<file path="config.mk">
export PLATFORM = sky130hd
export DESIGN_NAME = scan_decoder
export DESIGN_NICKNAME = d
export VERILOG_FILES = /design/src/rtl/scan_decoder_pkg.sv /design/src/rtl/scan_step_counter.sv /design/src/rtl/scan_decoder.sv
export SDC_FILE = /design/constraint.sdc
export NUM_CORES = 1
export LEC_CHECK = 0
export BUFFER_PORTS_ARGS = -buffer_cell sky130_fd_sc_hd__buf_2
export CAP_MARGIN = 20
export CORE_UTILIZATION = 45
export DETAILED_ROUTE_END_ITERATION = 10
export PLACE_DENSITY = 0.78
export SYNTH_ARGS = -nofsm -noshare
export SYNTH_HDL_FRONTEND = slang
export SYNTH_SLANG_ARGS = --single-unit
</file>
<file path="constraint.sdc">
create_clock -name clk -period 2 [get_ports clk]
set_clock_uncertainty 0.05 [all_clocks]
set_input_delay 0.4 -clock clk [delete_from_list [all_inputs] [get_ports clk]]
set_output_delay 0.4 -clock clk [all_outputs]
set_load 0.05 [all_outputs]
</file>
<file path="src/rtl/scan_decoder_pkg.sv">
// Shared types and helpers for the registered one-hot scan decoder.
// The one-hot helper is sized for the widest supported output; callers truncate.
package decoder_pkg;

    typedef enum logic [1:0] {
        IDLE   = 2'd0,
        DIRECT = 2'd1,
        SCAN   = 2'd2
    } state_e;

    localparam int unsigned MAX_LINES = 256;

    // Returns all zeros when idx falls outside the used lines, so an
    // out-of-range capture naturally produces the all-inactive pattern.
    function automatic logic [MAX_LINES-1:0] onehot(input int unsigned idx,
                                                    input int unsigned width);
        logic [MAX_LINES-1:0] v;
        v = '0;
        if ((idx < width) && (idx < MAX_LINES)) begin
            v = MAX_LINES'(1) << idx;
        end
        return v;
    endfunction

endpackage

</file>
<file path="src/rtl/scan_step_counter.sv">
// Scan timebase: divides the clock by DIV and walks sel over 0..OUTS-1.
// sel_nxt lets the parent register a decoded output aligned with sel.
module scan_step_counter #(
    parameter int DIV   = 4,
    parameter int OUTS  = 8,
    parameter int SEL_W = 3
) (
    input  logic             clk,
    input  logic             rst_n,
    input  logic             en,
    input  logic             clear,
    output logic [SEL_W-1:0] sel,
    output logic [SEL_W-1:0] sel_nxt,
    output logic             step
);

    localparam int DCW = (DIV > 1) ? $clog2(DIV) : 1;
    localparam logic [DCW-1:0]   DIV_LAST = DCW'(DIV - 1);
    localparam logic [SEL_W-1:0] SEL_LAST = SEL_W'(OUTS - 1);

    logic [DCW-1:0]   div_cnt_q;
    logic [DCW-1:0]   div_cnt_d;
    logic [SEL_W-1:0] sel_q;
    logic [SEL_W-1:0] sel_d;

    always_comb begin
        div_cnt_d = div_cnt_q;
        sel_d     = sel_q;
        if (clear) begin
            div_cnt_d = '0;
            sel_d     = '0;
        end else if (en) begin
            // Both counters wrap on explicit compares, never on overflow.
            if (div_cnt_q == DIV_LAST) begin
                div_cnt_d = '0;
                sel_d     = (sel_q == SEL_LAST) ? '0 : sel_q + 1'b1;
            end else begin
                div_cnt_d = div_cnt_q + 1'b1;
            end
        end
    end

    always_ff @(posedge clk) begin
        if (!rst_n) begin
            div_cnt_q <= '0;
            sel_q     <= '0;
        end else begin
            div_cnt_q <= div_cnt_d;
            sel_q     <= sel_d;
        end
    end

    assign sel     = sel_q;
    assign sel_nxt = sel_d;
    assign step    = en && !clear && (div_cnt_q == DIV_LAST);

endmodule

</file>
<file path="src/rtl/scan_decoder.sv">
// Registered N-to-2^N one-hot decoder with a direct (handshaked) mode and a
// self-timed scan mode. Handshake: a is taken on an edge where in_valid && in_ready.
module scan_decoder
    import decoder_pkg::*;
#(
    parameter int N          = 3,
    parameter int OUTS       = 2 ** N,
    parameter int DIV        = 4,
    parameter int ACTIVE_LOW = 0
) (
    input  logic              clk,
    input  logic              rst_n,
    input  logic              en,
    input  logic              mode,
    input  logic              in_valid,
    output logic              in_ready,
    input  logic [N-1:0]      a,
    output logic [2**N-1:0]   y,
    output logic [N-1:0]      sel,
    output logic              out_valid,
    output logic              err,
    output logic              step,
    output logic [1:0]        dbg_state
);

    localparam int Y_W = 2 ** N;
    localparam int unsigned OUTS_U = OUTS;
    localparam logic [Y_W-1:0] Y_MASK = (ACTIVE_LOW != 0) ? {Y_W{1'b1}} : '0;

    state_e          state_q;
    state_e          state_d;
    logic [Y_W-1:0]  y_q;
    logic [Y_W-1:0]  y_d;
    logic [Y_W-1:0]  y_act;
    logic [N-1:0]    sel_q;
    logic [N-1:0]    sel_d;
    logic            out_valid_q;
    logic            out_valid_d;
    logic            err_q;
    logic            err_d;

    logic            cnt_en;
    logic            cnt_clear;
    logic [N-1:0]    cnt_sel;
    logic [N-1:0]    cnt_sel_nxt;
    logic            cnt_step;

    // Counter restarts on the entry edge and only runs while scan persists.
    assign cnt_clear = en && mode && (state_q != SCAN);
    assign cnt_en    = en && mode && (state_q == SCAN);

    scan_step_counter #(
        .DIV   (DIV),
        .OUTS  (OUTS),
        .SEL_W (N)
    ) u_step (
        .clk     (clk),
        .rst_n   (rst_n),
        .en      (cnt_en),
        .clear   (cnt_clear),
        .sel     (cnt_sel),
        .sel_nxt (cnt_sel_nxt),
        .step    (cnt_step)
    );

    always_comb begin
        state_d     = state_q;
        y_act       = y_q ^ Y_MASK;
        sel_d       = sel_q;
        out_valid_d = out_valid_q;
        err_d       = 1'b0;
        if (en) begin
            unique case (state_q)
                IDLE: begin
                    if (mode) begin
                        state_d     = SCAN;
                        y_act       = Y_W'(onehot(0, OUTS_U));
                        sel_d       = '0;
                        out_valid_d = 1'b1;
                    end else begin
                        state_d = DIRECT;
                    end
                end
                DIRECT: begin
                    // A mode change wins over a handshake on the same edge.
                    if (mode) begin
                        state_d     = SCAN;
                        y_act       = Y_W'(onehot(0, OUTS_U));
                        sel_d       = '0;
                        out_valid_d = 1'b1;
                    end else if (in_valid) begin
                        sel_d = a;
                        y_act = Y_W'(onehot(32'(a), OUTS_U));
                        if (32'(a) >= OUTS_U) begin
                            out_valid_d = 1'b0;
                            err_d       = 1'b1;
                        end else begin
                            out_valid_d = 1'b1;
                        end
                    end
                end
                SCAN: begin
                    if (!mode) begin
                        state_d = DIRECT;
                    end else begin
                        sel_d       = cnt_sel_nxt;
                        y_act       = Y_W'(onehot(32'(cnt_sel_nxt), OUTS_U));
                        out_valid_d = 1'b1;
                    end
                end
                default: begin
                    state_d = IDLE;
                end
            endcase
        end
        y_d = y_act ^ Y_MASK;
    end

    always_ff @(posedge clk) begin
        if (!rst_n) begin
            state_q     <= IDLE;
            y_q         <= Y_MASK;
            sel_q       <= '0;
            out_valid_q <= 1'b0;
            err_q       <= 1'b0;
        end else begin
            state_q     <= state_d;
            y_q         <= y_d;
            sel_q       <= sel_d;
            out_valid_q <= out_valid_d;
            err_q       <= err_d;
        end
    end

    assign in_ready  = en && (state_q == DIRECT);
    assign y         = y_q;
    assign sel       = (state_q == SCAN) ? cnt_sel : sel_q;
    assign out_valid = out_valid_q;
    assign err       = err_q;
    assign step      = cnt_step;
    assign dbg_state = state_q;

endmodule

</file>
==> flow_summary.ini, run 1 <==
[pwr]
power.density_mw_per_mm2 = 613
peakVddDrop_mv = 0.423
p_leak_nw = 0.614

[critical_path]
rr_worst_depth = 8
crit_required_ns = 1.55
arrival_ns = 1.51
endpoint_kind = primary output
worst_r2r_endpoint = y[1]
cp-start-kind = flop
r2r-start = dbg_state[0]
crit_path_max_fanout = 6
r2r_slack_ns = 0.06
path_class = flop to primary output

[detailed_routing]
avgRoutedWirePerCell_microns = 15.5
vias_per_cell = 6.12
drc = 0
via_count = 1169
ant_nets = 0
drt_wl_total_microns = 2960
drtIter0Drc = 75
drt_first_pass_iters = 5

[min_path]
hold_end = out_valid
hp-class = input port to flop
holdPathStages = 2
hp-start = rst_n

[floorplan]
die_y_microns = 52.3
rows = 17
io_pins = 25
design.die.area_sq_mm = 0.00274
core_area_sq_mm = 0.00230
die_x_microns = 52.3
start_util = 0.496

[sta]
setup_viol = 0
hold-worst-slack_ns = 0.380
fmax_mhz = 511
rsz0062_at_grt = true
maxSlewViolCount = 0
hold_viol = 0
period_minus_slack_ns = 1.96
final.period_utilization = 0.979

[final_layout]
diodes = 0
post-route-util = 0.599
fin_nets = 178
drive_gt1_frac = 0.313
final-seq-area_sq_um = 388
fillers = 213
area_growth_pct = 20.7
multi_input_area_sq_um = 722

[grt]
grt_max_degree = 14
antenna_found_initial = 0
grt_overflow_total = 0
grt_usage = 0.236
grt_pass1_wl_microns = 4820
grt_pass1_vias = 1028

[yosys]
ys.flop_type = dfxtp_1
yosys_warnings = 0
synth_nets = 151
synth.distinct_cells = 44
synth-seq-cells = 19
synthCells = 137
syn_area_sq_mm = 0.00114
synth.avg_cell_area_sq_um = 8.32
ys_seq_area_frac = 0.334
synthArstFlopShare = 0
synth-edff-count = 0

[cts]
clk_pin_slew_ns = 0.10
cts_sinks = 19
holdBufCountCts = 0
cts_buffers = 3
clock_latency_ns = 0.30
cts-root-buf = clkbuf_4
cts_tree = done
h-tree-depth = 1
cts_max_path_buffers = 2

[placed_design]
dp.final_hpwl_microns = 2160
globalplace.congestion = 0.871
port-buffer-count = 23

[flow_run]
drv_cap = 0

[status]
outcome = finished clean
per-stage QoR:
stage,std cells,worst slack (ns),cell area (sq um),setup TNS [ns],total power [mW]
finish,191,0.0421,1380,0,0.843
global route,191,-0.0596,1380,-0.216,0.883
CTS,191,0.0242,1370,0,0.838
detailed placement,185,0.0670,1280,0,0.629
global placement,185,0.0971,1280,0,0.623
floorplan,137,0.0138,1150,0,0.569
synthesized netlist by cell type (all sizes together), types with 3 or more instances:
cell	instances	area, sq um
or2	3	21.3
a22oi	5	37.5
a22o	4	43.8
dfxtp	19	380
inv	4	15.0
a21oi	7	35.0
ha	6	75.1
buf	6	40.0
nor2	11	41.3
nand3	8	40.0
o21a	3	22.5
mux2	3	33.8
o21ai	8	40.0
nor3	5	25.0
nand2	13	56.3
nand2b	3	18.8
cells in the final DEF, fill, tap and decap left out, types with 3 or more instances in the layout:
cell type and count:
a22o_1 3, buf_4 6, nand3_1 8, o21ai_0 7, buf_6 4, nor3_1 5
dfxtp_1 17, nand2b_1 3, nand2_1 12, ha_1 4, nor2_1 11, clkbuf_4 3
buf_2 19, a22oi_1 5, a21oi_1 6, mux2_2 3
routing by layer:
metal	wire (microns)	vias up	track usage
met2	1400	64	0.380
met4	45	0	0.0570
li1	-	555	-
met1	1250	544	0.313
met3	257	6	0.0609
met5	0	-	0
power by group:
group / total, mW / switching [mW] / internal, mW
sequential: 0.405 / 0.0139 / 0.391
combinational: 0.241 / 0.157 / 0.0848
clock: 0.197 / 0.119 / 0.0778
timing repair:
item                                    4_1_cts  5_1_grt
pin swaps                                     1        0
endpoints found under the setup margin        4       12
cloned                                        0        0
resized for setup                            12        5
hold endpoints to repair                      0        0
buffers inserted                              2        0
how the worst max path moves through the flow:
| stage | end | slack, ns | startpoint | cells after the start |
|---|---|---|---|---|
| floorplan | y[7] | 0.01 | dbg_state[0] | 7 |
| global placement | y[1] | 0.1 | dbg_state[0] | 7 |
| finish | sel[1] | 0.04 | dbg_state[0] | 5 |
| detailed placement | y[7] | 0.07 | dbg_state[0] | 7 |
| CTS | sel[1] | 0.02 | dbg_state[0] | 5 |
| global route | sel_q[1] | -0.06 | dbg_state[0] | 9 |
state kept, by name, summed over array words and instances (netlist names):
| name | count |
|---|---|
| dbg_state | 2 |
| out_valid | 1 |
| sel_q | 3 |
| u_step.div_cnt_q | 2 |
| u_step.sel | 3 |
| y | 8 |
kinds of logic (layout without fill, tap and decap cells):
logic type / count (synthesis) / after routing / share of synthesized area
other cells: 1 / 1 / 0.00329
fa+ha+maj: 6 / 6 / 0.0659
simple gates: 55 / 55 / 0.248
flops: 19 / 19 / 0.334
buf+inv: 11 / 37 / 0.0516
compound gates: 40 / 40 / 0.250
mux: 5 / 5 / 0.0472
critical path, stage by stage, from the launching register on:
cell	delay, ns
dfxtp_4	0.38
inv_6	0.07
ha_4	0.14
buf_6	0.12
mux2_2	0.34
buf_6	0.15
layout make-up:
| class | instances | area share |
|---|---|---|
| Clock buffer | 4 | 0.0191 |
| Inverter | 4 | 0.0145 |
| Multi-Input combinational cell | 107 | 0.525 |
| Sequential cell | 19 | 0.282 |
| Tap cell | 28 | 0.0255 |
| Timing Repair Buffer | 29 | 0.135 |
No activity file was read; power rests on OpenSTA's default activity.
==> run 2, diff against run 1 <==
--- a/config.mk
+++ b/config.mk
@@ -5,6 +5,7 @@
 export SDC_FILE = /design/constraint.sdc
 export NUM_CORES = 1
 export LEC_CHECK = 0
+export ABC_AREA = 1
 export BUFFER_PORTS_ARGS = -buffer_cell sky130_fd_sc_hd__buf_2
 export CAP_MARGIN = 20
 export CORE_UTILIZATION = 45
==> flow_summary.ini, run 2 <==
[status]
outcome = finished clean

[final_layout]
largest_reg_flops = 8
area_growth_pct = 15.6
post-route-util = 0.554
drive_gt1_frac = 0.242
fillers = 256
layout_commonest_cell = nand2_1
fin_nets = 222
diodes = 0
final-seq-area_sq_um = 383
multi_input_area_sq_um = 701
final_cell_mix = 63 x nand2_1, 20 x inv_1, 19 x buf_2

[floorplan]
die_y_microns = 53.6
io_pins = 25
die_x_microns = 53.6
rows = 18
start_util = 0.479
design.die.area_sq_mm = 0.00287
core_area_sq_mm = 0.00250

[detailed_routing]
drt_first_pass_iters = 4
drtIter0Drc = 33
via_count = 1165
drc = 0
drt_wl_total_microns = 2430
vias_per_cell = 4.92
avgRoutedWirePerCell_microns = 10.3
ant_nets = 0

[yosys]
synthCells = 183
yosys_warnings = 0
synth_top_area_frac = 0.318
ys_top_cells_by_count = 63 x nand2_1, 21 x inv_1, 19 x dfxtp_1, 14 x a21oi_1, 13 x nor2_1
syn_area_sq_mm = 0.00120
yosys-top-cells-area = dfxtp_1 32%, nand2_1 20%, inv_1 6.6%, ha_1 6.3%, a21oi_1 5.9%
synth_most_common_cell = nand2_1
ys.flop_type = dfxtp_1
synth_nets = 197
synth_area_leader_cell = dfxtp_1
ys_seq_area_frac = 0.318
synth.avg_cell_area_sq_um = 6.54
synth-seq-cells = 19
synthArstFlopShare = 0
synth.distinct_cells = 25
synth-edff-count = 0

[min_path]
holdPathStages = 3
hp-class = input port to flop
hp-start = rst_n
hold_end = y[0]

[grt]
grt_usage = 0.186
grt_overflow_total = 0
grt_pass1_vias = 981
grt_pass1_wl_microns = 4030
antenna_found_initial = 0
grt_max_degree = 15

[cts]
cts_tree = done
h-tree-depth = 1
post_cts_buffers = 0
cts_max_path_buffers = 2
cts_resized = 3
cts_buffers = 3
cts-root-buf = clkbuf_4
clk_pin_slew_ns = 0.11
holdBufCountCts = 0
clock_latency_ns = 0.29
cts_sinks = 19

[placed_design]
port-buffer-count = 23
dp.final_hpwl_microns = 1890
pre_cts_slack_ns = 0.0573
globalplace.congestion = 0.840

[critical_path]
cp-start-kind = flop
path_class = flop to primary output
slowest_stage = dfxtp_2
endpoint_kind = primary output
r2r-start = dbg_state[0]
worstPathCellList = inv_2 > ha_2 > buf_4 > nand4_1 > inv_1 > buf_6
rr_worst_depth = 12
arrival_ns = 1.44
r2r_slack_ns = 0.16
crit_required_ns = 1.55
worst_r2r_endpoint = y[7]
critPathMaxStageDelay_ns = 0.36
crit_path_max_fanout = 5

[sta]
hold_viol = 0
rsz0062_at_grt = false
maxSlewViolCount = 0
setup_viol = 0
final.period_utilization = 0.947
layout_setup_ws_ns = 0.106
fmax_mhz = 528
hold-worst-slack_ns = 0.326
period_minus_slack_ns = 1.89

[flow_run]
drv_cap = 0

[pwr]
power.density_mw_per_mm2 = 586
p_leak_nw = 0.681
peakVddDrop_mv = 0.386
==> run 2: cell count changes after synthesis, sizes merged, moves of 4 or more <==
cell,change
a22oi,-5
nor2,+5
nand3,+5
a22o,-4
inv,+19
nor3,-5
nand2,+55
a21oi,+9
==> run 2: area by class of cell <==
| class | instances | area share |
|---|---|---|
| clock buffer | 3 | 0.0163 |
| clock inverter | 1 | 0.00362 |
| inverter | 23 | 0.0660 |
| multi-input combinational | 136 | 0.506 |
| sequential | 19 | 0.277 |
| tap | 30 | 0.0271 |
| timing repair buffer | 25 | 0.104 |
==> run 2: cell families (layout without fill, tap and decap cells) <==
kind of cell,count (synthesis),in the layout,synth area share
AND/OR/NAND/NOR,98,98,0.352
AO/OA/AOI/OAI,31,31,0.150
buffers and inverters,28,52,0.114
flip-flops,19,19,0.318
adder cells (fa/ha/maj),6,6,0.0627
other,1,1,0.00313
==> run 2: routing by layer <==
layer  vias to the layer above  part of all wire  track usage
met4                         0            0.0041       0.0395
met1                       505              0.49        0.250
met5                         -                 0            0
met3                         2             0.044       0.0254
li1                        630                 -            -
met2                        28              0.46        0.315
==> run 2: per-stage QoR <==
| step | instances | instance area [sq um] | TNS (ns) | total power, mW |
|---|---|---|---|---|
| after floorplan | 183 | 1210 | 0 | 0.581 |
| after global placement | 233 | 1330 | 0 | 0.621 |
| after detailed placement | 233 | 1330 | 0 | 0.621 |
| after CTS | 237 | 1360 | -0.00246 | 0.816 |
| after global routing | 237 | 1380 | 0 | 0.863 |
| final | 237 | 1380 | 0 | 0.811 |
==> run 2: worst max path at each step <==
stage | slack (ns) | cells after the start | start | end
after floorplan | 0.03 | 6 | dbg_state[0] | sel[1]
after global placement | 0.12 | 10 | dbg_state[0] | y[1]
after detailed placement | 0.06 | 10 | dbg_state[0] | y[1]
after CTS | -0.001 | 6 | dbg_state[0] | sel[2]
after global routing | 0.02 | 6 | dbg_state[0] | step
final | 0.11 | 6 | dbg_state[0] | step
==> run 2: report_power, final <==
group | switching, mW | leakage, nW | internal (mW)
combinational | 0.156 | 0.509 | 0.0625
sequential | 0.00931 | 0.155 | 0.391
clock | 0.117 | 0.0177 | 0.0743
==> run 2: critical path, delay by kind of cell (launching register included) <==
kind | cells | cell delay, ns
adder cells (fa/ha/maj) | 1 | 0.21
buffers and inverters | 4 | 0.46
flip-flops | 1 | 0.36
AND/OR/NAND/NOR | 1 | 0.12
==> run 3, diff against run 2 <==
==> constraint.sdc (replaced) <==
create_clock -name clk -period 2.4 [get_ports clk]
set_clock_uncertainty 0.05 [all_clocks]
set_input_delay 0.48 -clock clk [delete_from_list [all_inputs] [get_ports clk]]
set_output_delay 0.48 -clock clk [all_outputs]
set_load 0.05 [all_outputs]
==> flow_summary.ini, run 3 (same netlist as run 2, synthesis figures left out) <==
[status]
outcome = finished clean

[critical_path]
r2r-start = dbg_state[0]
crit_path_max_fanout = 12
crit_start = dbg_state[0]
r2r_slack_ns = 0.39
arrival_ns = 1.70
endpoint_kind = primary output
worst_r2r_endpoint = y[1]
path_class = flop to primary output
cp-endpoint = sel[2]
crit_required_ns = 1.87
rr_worst_depth = 10
cp-start-kind = flop

[cts]
cts_max_path_buffers = 2
cts_buffers = 3
cts-root-buf = clkbuf_4
holdBufCountCts = 0
clock_latency_ns = 0.30
cts_tree = done
h-tree-depth = 1
clk_pin_slew_ns = 0.11
cts_sinks = 19

[final_layout]
area_growth_pct = 11.7
layout_commonest_cell = nand2_1
diodes = 0
final_cell_mix = 63 x nand2_1, 23 x buf_2, 21 x inv_1
fin_nets = 221
largest_reg_flops = 8
drive_gt1_frac = 0.204

[detailed_routing]
top_layer_used = met4
via_count = 1201
wl_met3_microns = 103
drt_first_pass_iters = 4
avgRoutedWirePerCell_microns = 10.7
dr_wl_met2_microns = 1180
met1_length_microns = 1210
vias_per_cell = 5.09
drtIter0Drc = 14
drt_wl_total_microns = 2540
drc = 0
ant_nets = 0

[grt]
grt_max_degree = 15
antenna_found_initial = 0
grt_pass1_wl_microns = 4370
grt_overflow_total = 0
grt_pass1_vias = 1038
grt_usage = 0.206

[placed_design]
dp.final_hpwl_microns = 1940
globalplace.congestion = 0.836
port-buffer-count = 23
pre_cts_slack_ns = 0.359

[sta]
final.period_utilization = 0.929
fin_tns_setup_ns = 0
maxSlewViolCount = 0
period_minus_slack_ns = 2.23
setup_viol = 0
fmax_mhz = 449
layout_setup_ws_ns = 0.171
hold_viol = 0
rsz0062_at_grt = false

[floorplan]
core_area_sq_mm = 0.00250
design.die.area_sq_mm = 0.00287
rows = 18
die_y_microns = 53.6
start_util = 0.479
io_pins = 25
die_x_microns = 53.6

[pwr]
p_leak_nw = 0.670
peakVddDrop_mv = 0.407
finalPower_uw = 676
power.density_mw_per_mm2 = 506

[min_path]
holdPathStages = 3
hp-class = input port to flop

[flow_run]
drv_cap = 0
## run 3: changes by cell type in the layout (fill, tap and decap cells not counted), sizes merged
| cell | change |
|---|---|
| buf | -1 |
| clkinv | -1 |
| inv | +1 |
## run 3: power by group
part	internal (mW)	switching [mW]
sequential	0.325	0.00765
combinational	0.0484	0.128
clock	0.0623	0.105
## run 3: layout make-up
type	instances	area (sq um)
clock buffers	3	22.5
fillers	279	1160
flip-flops and latches	19	380
clock inverters	1	5.00
multi-input cells	136	681
well taps	30	37.5
inverters	23	88.8
repair buffers	24	123
## run 3: what timing repair did
| action | CTS | global route |
|---|---|---|
| gates resized for setup | 0 | 1 |
| endpoints found under the setup margin | 0 | 2 |
| buffers inserted | 0 | 0 |
## run 3: critical path, cell delays in order (launching register included)
cell     delay [ns]
dfxtp_1        0.41
inv_1          0.11
ha_1           0.30
inv_4          0.16
nand2_1        0.07
o21ai_1        0.07
buf_2          0.27
## run 3: routing by layer
metal / up-vias / track usage
met3: 5 / 0.0282
met1: 540 / 0.272
met4: 0 / 0.0789
met5: - / 0
li1: 629 / -
met2: 27 / 0.340
## run 3: worst min path at each step
stage,end,start,slack [ns]
floorplan,sel_q[0],sel_q[0],0.39
global placement,out_valid,out_valid,0.39
detailed placement,out_valid,out_valid,0.40
CTS,y[0],rst_n,0.40
global route,dbg_state[0],rst_n,0.41
finish,dbg_state[1],rst_n,0.40
## run 3: metrics by stage
stage               area [sq um]  hold WS, ns  utilization  std cells
global placement            1310        0.392        0.523        232
finish                      1340        0.402        0.535        236
detailed placement          1310        0.395        0.523        232
floorplan                   1200        0.394            -        183
global route                1340        0.411        0.535        236
CTS                         1340        0.404        0.534        236
